===== src/rtl/profile_ci_pkg.sv =====
// profile_ci_pkg
//   Shared constants for the profiling custom instruction: opcode values
//   carried in valueA[3:0] and the hardware ceiling on counter channels.
package profile_ci_pkg;

    localparam int MAX_COUNTERS = 8;

    localparam logic [3:0] OP_READ_LO  = 4'd0;
    localparam logic [3:0] OP_READ_HI  = 4'd1;
    localparam logic [3:0] OP_CONTROL  = 4'd2;
    localparam logic [3:0] OP_SELECT   = 4'd3;
    localparam logic [3:0] OP_SNAPSHOT = 4'd4;
    localparam logic [3:0] OP_STATUS   = 4'd5;

endpackage


===== src/rtl/event_counter.sv =====
// event_counter
//   One profiling channel: a free-running up-counter that advances once per
//   cycle in which it is enabled and its selected event is present.
//   Ports:
//     clock  - rising-edge clock
//     reset  - synchronous active-low reset
//     enable - channel enable (registered in the parent)
//     evt    - selected event qualifier for this cycle
//     clear  - force the count to zero on this edge (wins over counting)
//     value  - current count
//     wrap   - high in the cycle whose edge takes the count from all-ones to 0
module event_counter #(
    parameter int WIDTH = 48
) (
    input  logic             clock,
    input  logic             reset,
    input  logic             enable,
    input  logic             evt,
    input  logic             clear,
    output logic [WIDTH-1:0] value,
    output logic             wrap
);

    logic [WIDTH-1:0] count;
    logic             bump;

    assign bump  = enable && evt;
    // A clear on the same edge means the count never actually wraps.
    assign wrap  = bump && !clear && (count == '1);
    assign value = count;

    always_ff @(posedge clock) begin
        if (!reset) begin
            count <= '0;
        end else if (clear) begin
            count <= '0;
        end else if (bump) begin
            count <= count + 1'b1;
        end
    end

endmodule


===== src/rtl/profile_ci_multi.sv =====
// profile_ci_multi
//   Multi-channel performance-counter custom instruction. A command is taken
//   when start=1 and ciN matches customId; done pulses one cycle later with
//   the result (result is 0 whenever done is 0).
//   Ports:
//     clock, reset    - rising-edge clock, synchronous active-low reset
//     start, ciN      - CI strobe and CI number
//     valueA          - [3:0] opcode, [4] read the shadow copy instead of live
//     valueB          - operand (channel index / masks / event select)
//     events          - per-cycle event qualifiers
//     done, result    - registered completion pulse and returned data
module profile_ci_multi
    import profile_ci_pkg::*;
#(
    parameter logic [7:0] customId      = 8'd8,
    parameter int         NB_COUNTERS   = 8,
    parameter int         NB_EVENTS     = 8,
    parameter int         COUNTER_WIDTH = 48
) (
    input  logic                 clock,
    input  logic                 reset,
    input  logic                 start,
    input  logic [7:0]           ciN,
    input  logic [31:0]          valueA,
    input  logic [31:0]          valueB,
    input  logic [NB_EVENTS-1:0] events,
    output logic                 done,
    output logic [31:0]          result
);

    localparam logic [MAX_COUNTERS-1:0] CH_MASK = MAX_COUNTERS'((1 << NB_COUNTERS) - 1);

    logic                     accept;
    logic [3:0]               opcode;
    logic [2:0]               ch;
    logic                     ch_ok;
    logic [MAX_COUNTERS-1:0]  enable_q, overflow_q;
    logic [MAX_COUNTERS-1:0]  hit_v, wrap_v, clear_v, set_mask, dis_mask, ov_clr;
    logic [7:0]               sel_q  [MAX_COUNTERS];
    logic [COUNTER_WIDTH-1:0] live   [MAX_COUNTERS];
    logic [COUNTER_WIDTH-1:0] shadow_q [MAX_COUNTERS];
    logic [255:0]             ev_pad;
    logic [63:0]              sel_ext;
    logic [31:0]              result_next;
    logic                     unused_bits;

    assign accept = start && (ciN == customId);
    assign opcode = valueA[3:0];
    assign ch     = valueB[2:0];
    assign ch_ok  = int'({29'd0, ch}) < NB_COUNTERS;

    // Padding the event vector to 256 bits makes any select index beyond
    // NB_EVENTS read a constant 0, so such a channel never counts.
    assign ev_pad = 256'(events);

    assign set_mask = (accept && opcode == OP_CONTROL) ? (valueB[7:0]   & CH_MASK) : '0;
    assign dis_mask = (accept && opcode == OP_CONTROL) ? (valueB[15:8]  & CH_MASK) : '0;
    assign clear_v  = (accept && opcode == OP_CONTROL) ? (valueB[23:16] & CH_MASK) : '0;
    assign ov_clr   = (accept && opcode == OP_STATUS)  ? (valueB[7:0]   & CH_MASK) : '0;

    for (genvar i = 0; i < MAX_COUNTERS; i++) begin : g_ch
        if (i < NB_COUNTERS) begin : g_live
            assign hit_v[i] = ev_pad[sel_q[i]];
            event_counter #(.WIDTH(COUNTER_WIDTH)) u_counter (
                .clock  (clock),
                .reset  (reset),
                .enable (enable_q[i]),
                .evt    (hit_v[i]),
                .clear  (clear_v[i]),
                .value  (live[i]),
                .wrap   (wrap_v[i])
            );
        end else begin : g_tie
            assign hit_v[i]  = 1'b0;
            assign live[i]   = '0;
            assign wrap_v[i] = 1'b0;
        end
    end

    // Reads see the pre-edge counter/shadow values.
    assign sel_ext = 64'(valueA[4] ? shadow_q[ch] : live[ch]);

    always_comb begin
        result_next = '0;
        if (accept) begin
            case (opcode)
                OP_READ_LO: if (ch_ok) result_next = sel_ext[31:0];
                OP_READ_HI: if (ch_ok) result_next = sel_ext[63:32];
                OP_STATUS:  result_next = {16'b0, overflow_q, enable_q};
                default:    result_next = '0;
            endcase
        end
    end

    always_ff @(posedge clock) begin
        if (!reset) begin
            done       <= 1'b0;
            result     <= '0;
            enable_q   <= '0;
            overflow_q <= '0;
            for (int i = 0; i < MAX_COUNTERS; i++) begin
                sel_q[i]    <= 8'(i % NB_EVENTS);
                shadow_q[i] <= '0;
            end
        end else begin
            done       <= accept;
            result     <= result_next;
            // Disable beats enable-set; a fresh wrap beats an overflow clear.
            enable_q   <= (enable_q | set_mask) & ~dis_mask;
            overflow_q <= (overflow_q & ~ov_clr) | wrap_v;
            if (accept && opcode == OP_SELECT && ch_ok) begin
                sel_q[ch] <= valueB[15:8];
            end
            if (accept && opcode == OP_SNAPSHOT) begin
                for (int i = 0; i < MAX_COUNTERS; i++) begin
                    shadow_q[i] <= live[i];
                end
            end
        end
    end

    assign unused_bits = ^{valueA[31:5], valueB[31:24]};

endmodule


===== config.mk =====
export PLATFORM = sky130hd
export DESIGN_NAME = profile_ci_multi
export DESIGN_NICKNAME = d
export VERILOG_FILES = /design/src/rtl/profile_ci_pkg.sv /design/src/rtl/event_counter.sv /design/src/rtl/profile_ci_multi.sv
export SDC_FILE = /design/constraint.sdc
export NUM_CORES = 2
export LEC_CHECK = 0
export ABC_AREA = 0
export CORE_MARGIN = 3
export CORE_UTILIZATION = 40
export DETAILED_ROUTE_END_ITERATION = 16
export SETUP_SLACK_MARGIN = 0.4
export SLEW_MARGIN = 40
export SYNTH_ARGS = -nofsm -noshare
export SYNTH_HDL_FRONTEND = slang
export SYNTH_HIERARCHICAL = 1
export SYNTH_SLANG_ARGS = --single-unit

===== constraint.sdc =====
create_clock -name clock -period 67.9 [get_ports clock]
set_input_delay 13.58 -clock clock [delete_from_list [all_inputs] [get_ports clock]]
set_output_delay 13.58 -clock clock [all_outputs]
set_load 0.01 [all_outputs]

==> flow_metrics.tcl <==
set metrics [dict create \
    std_cell_rows 122 \
    layout-drive-gt1-share_pct 12.81 \
    post-layout-total-power_mw 1.172 \
    ff2ff_setup_slack_ns 64.33 \
    async_flop_share_pct 0 \
    ctsResizeCount 0 \
    clock-skew-final_ns 0.04050 \
    synthAdderAreaFrac_pct 0.2212 \
    min_from "g_ch[2].g_live.u_counter/value[38]$_SDFFE_PP0N_" \
    initial_utilization_pct 40.62 \
    post_synth.cell_area_avg_um2 11.02 \
    crit_fanout 72 \
    antenna_violating_nets_post_route 0 \
    fmax_mhz 57.12 \
    period_share_pct 25.78 \
    nFillCells 10299 \
    post_synth_xor_area_fraction_pct 1.393 \
    grtUsageTotal_pct 26.31 \
    cts_tree "built" \
    mappedNetlistNets 4199 \
    clk_path_buf_depth 3 \
    hold-worst-slack_ns 0.4989 \
    routedWlPerCell_um 27.85 \
    clock_latency_ns 0.69 \
    outcome "completed" \
    timing_worst_slew_pin_value_ns 0.8794 \
    hold_viol 0 \
    crit-reg2reg-launch "sel_q[6][3]$_SDFFCE_PN0P_" \
    post-dp-hpwl_um 113300 \
    worstPathRequired_ns 68.19 \
    warnings_from_yosys 6 \
    unrepaired_setup_endpoints_after_global_routing "false" \
    synth-edff-count 448 \
    tns_ns 0 \
    clock_pin_slew_worst_setup_and_hold_paths_ns 0.06 \
    first_global_vias 32621 \
    synth_top_area_share_pct 29.72 \
    gp_congestion 0.9034 \
    netlist_instances 4108 \
    synth.ff_latch_count 881 \
    die_x_um 342.4 \
    post-route-drc-count 0 \
    crit_path_start "valueA[0]" \
    peakVddDrop_mv 0.01897 \
    drtIter0Drc 4537 \
    worst-endpoint-arrival_ns 17.80 \
    layout.nets 4171 \
    htree_num_levels 3 \
    cts-buffers-inserted 100 \
    dieArea_um2 117200 \
    yosysTopAreaCell "sky130_fd_sc_hd__edfxtp_1" \
    powerDensity_nw_per_um2 23.15 \
    min_to "g_ch[2].g_live.u_counter/value[38]$_SDFFE_PP0N_" \
    synthesis.area_um2 45260 \
    fp.dieH_um 342.4 \
    synth_simple_gate_area_share_pct 24.29 \
    endpoint_kind "flip-flop" \
    cts.sink_count 881 \
    timing.final.setup_violations 0 \
    r2r-end "g_ch[6].g_live.u_counter/value[29]$_SDFFE_PP0N_" \
    netlist-cell-type-count 59 \
    synth_most_common_cell "sky130_fd_sc_hd__edfxtp_1" \
    placed_cells 5463 \
    post-cts-setup-buffer-count 0 \
    yosys-mux-area-fraction_pct 13.76 \
    synth_top_family_by_area "simple AND/OR/NAND/NOR gates" \
    cell_depth_of_the_worst_min_delay_path 2 \
    timing.hold.worst.class "flip-flop to flip-flop" \
    yosys_most_used_dff "sky130_fd_sc_hd__edfxtp_1" \
    floorplan_core_area_um2 111400 \
    criticalPathCategory "input pin to flip-flop" \
    routed_wl_um 157600 \
    global_route.overflow_total 0 \
    final.setup.worst_slack_ns 50.39 \
    clk_root_buffer_cell "sky130_fd_sc_hd__clkbuf_16" \
    detail_route.first_pass.iterations 6 \
    worst-r2r-cell-count 6 \
    maxCapViolations 0 \
    crit_path_start_kind "input pin" \
    synth_compound_gate_area_share_pct 7.790 \
    place_ws_ns 49.56 \
    synth_sequential_area_ratio_pct 48.88 \
    max-slew-margin-rel_pct 39.69 \
    maximum_number_of_pins_on_one_net_before_global_route_repair 147 \
    portBuffers 80 \
    finalCriticalPeriod_ns 17.51 \
    final_max_slew_viol_count 0 \
    synthTopCellsByCount "sky130_fd_sc_hd__edfxtp_1, sky130_fd_sc_hd__dfxtp_1, sky130_fd_sc_hd__and2_1, sky130_fd_sc_hd__nand2_1, sky130_fd_sc_hd__a21oi_1" \
    cts_hold_repair.buffers 0 \
    routed-via-count 35657 \
    synth_area_leaders "sky130_fd_sc_hd__edfxtp_1, sky130_fd_sc_hd__dfxtp_1, sky130_fd_sc_hd__mux4_2" \
    grt_first_pass_wirelength_um 227400 \
    leakage_power_total_nw 16.69 \
    initial_antenna_violation_count 23 \
    drt-vias-per-instance 6.300 \
    flow.area_growth_from_synthesis_pct 11.85 \
    ios 116 \
    layout.cells.non_filler 5660 \
]
critical path: stages:
cell and delay, ns:
sky130_fd_sc_hd__clkdlybuf4s50_1 0.72, sky130_fd_sc_hd__or4b_1 0.71, sky130_fd_sc_hd__o21ai_4 0.15, sky130_fd_sc_hd__buf_4 0.61, sky130_fd_sc_hd__buf_6 0.61, sky130_fd_sc_hd__buf_4 0.39
sky130_fd_sc_hd__buf_12 0.28, sky130_fd_sc_hd__buf_4 0.62
placed cells by master, fill, tap and decap left out, drive strengths merged, types with 22 or more instances in the layout:
cell,n
mux4,199
clkinv,49
nand2,320
nand4,164
nor4,107
edfxtp,448
xor2,48
a211oi,22
dfxtp,433
mux2i,161
buf,96
clkdlybuf4s50,75
and4,80
nand2b,105
nor2,147
and3,131
nor3,26
nor2b,24
inv,47
or4,137
nand3,161
or3,49
o21ai,57
a21oi,224
o31ai,128
xnor2,24
clkbuf,129
and2,401
stage by stage:
step / utilization [%] / cell area, um2
after floorplan: - / 45260
after global placement: 42.33 / 47170
after detailed placement: 42.45 / 47300
after CTS: 45.33 / 50510
after global routing: 45.42 / 50610
final: 45.43 / 50620
layer usage:
layer  GRT usage [%]  part of all wire, %
met1           37.14                   41
met5               0                0.020
met2           38.70                   43
met3           5.927                   11
met4           11.38                  4.6
cell type report:
class	count	area, um2	area share (%)
flip-flops and latches	881	22120	43.70
well taps	1488	1862	3.678
multi-input cells	2882	21660	42.79
inverters	44	165.2	0.3263
diodes	4	10.01	0.01977
clock inverters	61	481.7	0.9516
clock buffers	129	2734	5.401
repair buffers	171	1589	3.139
kinds of logic (layout without fill, tap and decap cells):
| group | after synthesis | count (layout) |
|---|---|---|
| AO/OA/AOI/OAI | 555 | 555 |
| XOR/XNOR | 72 | 72 |
| adder cells (fa/ha/maj) | 8 | 8 |
| buffers and inverters | 345 | 405 |
| flip-flops | 881 | 881 |
| multiplexers | 372 | 372 |
| other | 0 | 4 |
| AND/OR/NAND/NOR | 1875 | 1875 |
flip-flops by register name, indices dropped and copies added, names as in the netlist:
signal	cells
sel_q	64
result	32
done	1
overflow_q	8
g_ch.g_live.u_counter/value	384
shadow_q	384
enable_q	8
power by group:
group	internal, mW	switching [mW]	total, mW
clock	0.310	0.229	0.539
sequential	0.571	0.00397	0.575
combinational	0.0213	0.0368	0.0581
total	0.902	0.270	1.17
worst max-delay path by stage:
stage                               endpoint  slack, ns  depth (start not counted)
6_report       shadow_q[1][20]$_SDFFCE_PN0P_      50.39                          8
3_5_place_dp   shadow_q[1][20]$_SDFFCE_PN0P_      49.56                          7
3_3_place_gp   shadow_q[7][20]$_SDFFCE_PN0P_      49.35                          7
2_1_floorplan   shadow_q[0][0]$_SDFFCE_PN0P_      25.27                          3
5_1_grt        shadow_q[1][20]$_SDFFCE_PN0P_      50.18                          8
4_1_cts        shadow_q[5][23]$_SDFFCE_PN0P_      50.25                          7
No activity file was read; power rests on OpenSTA's default activity.
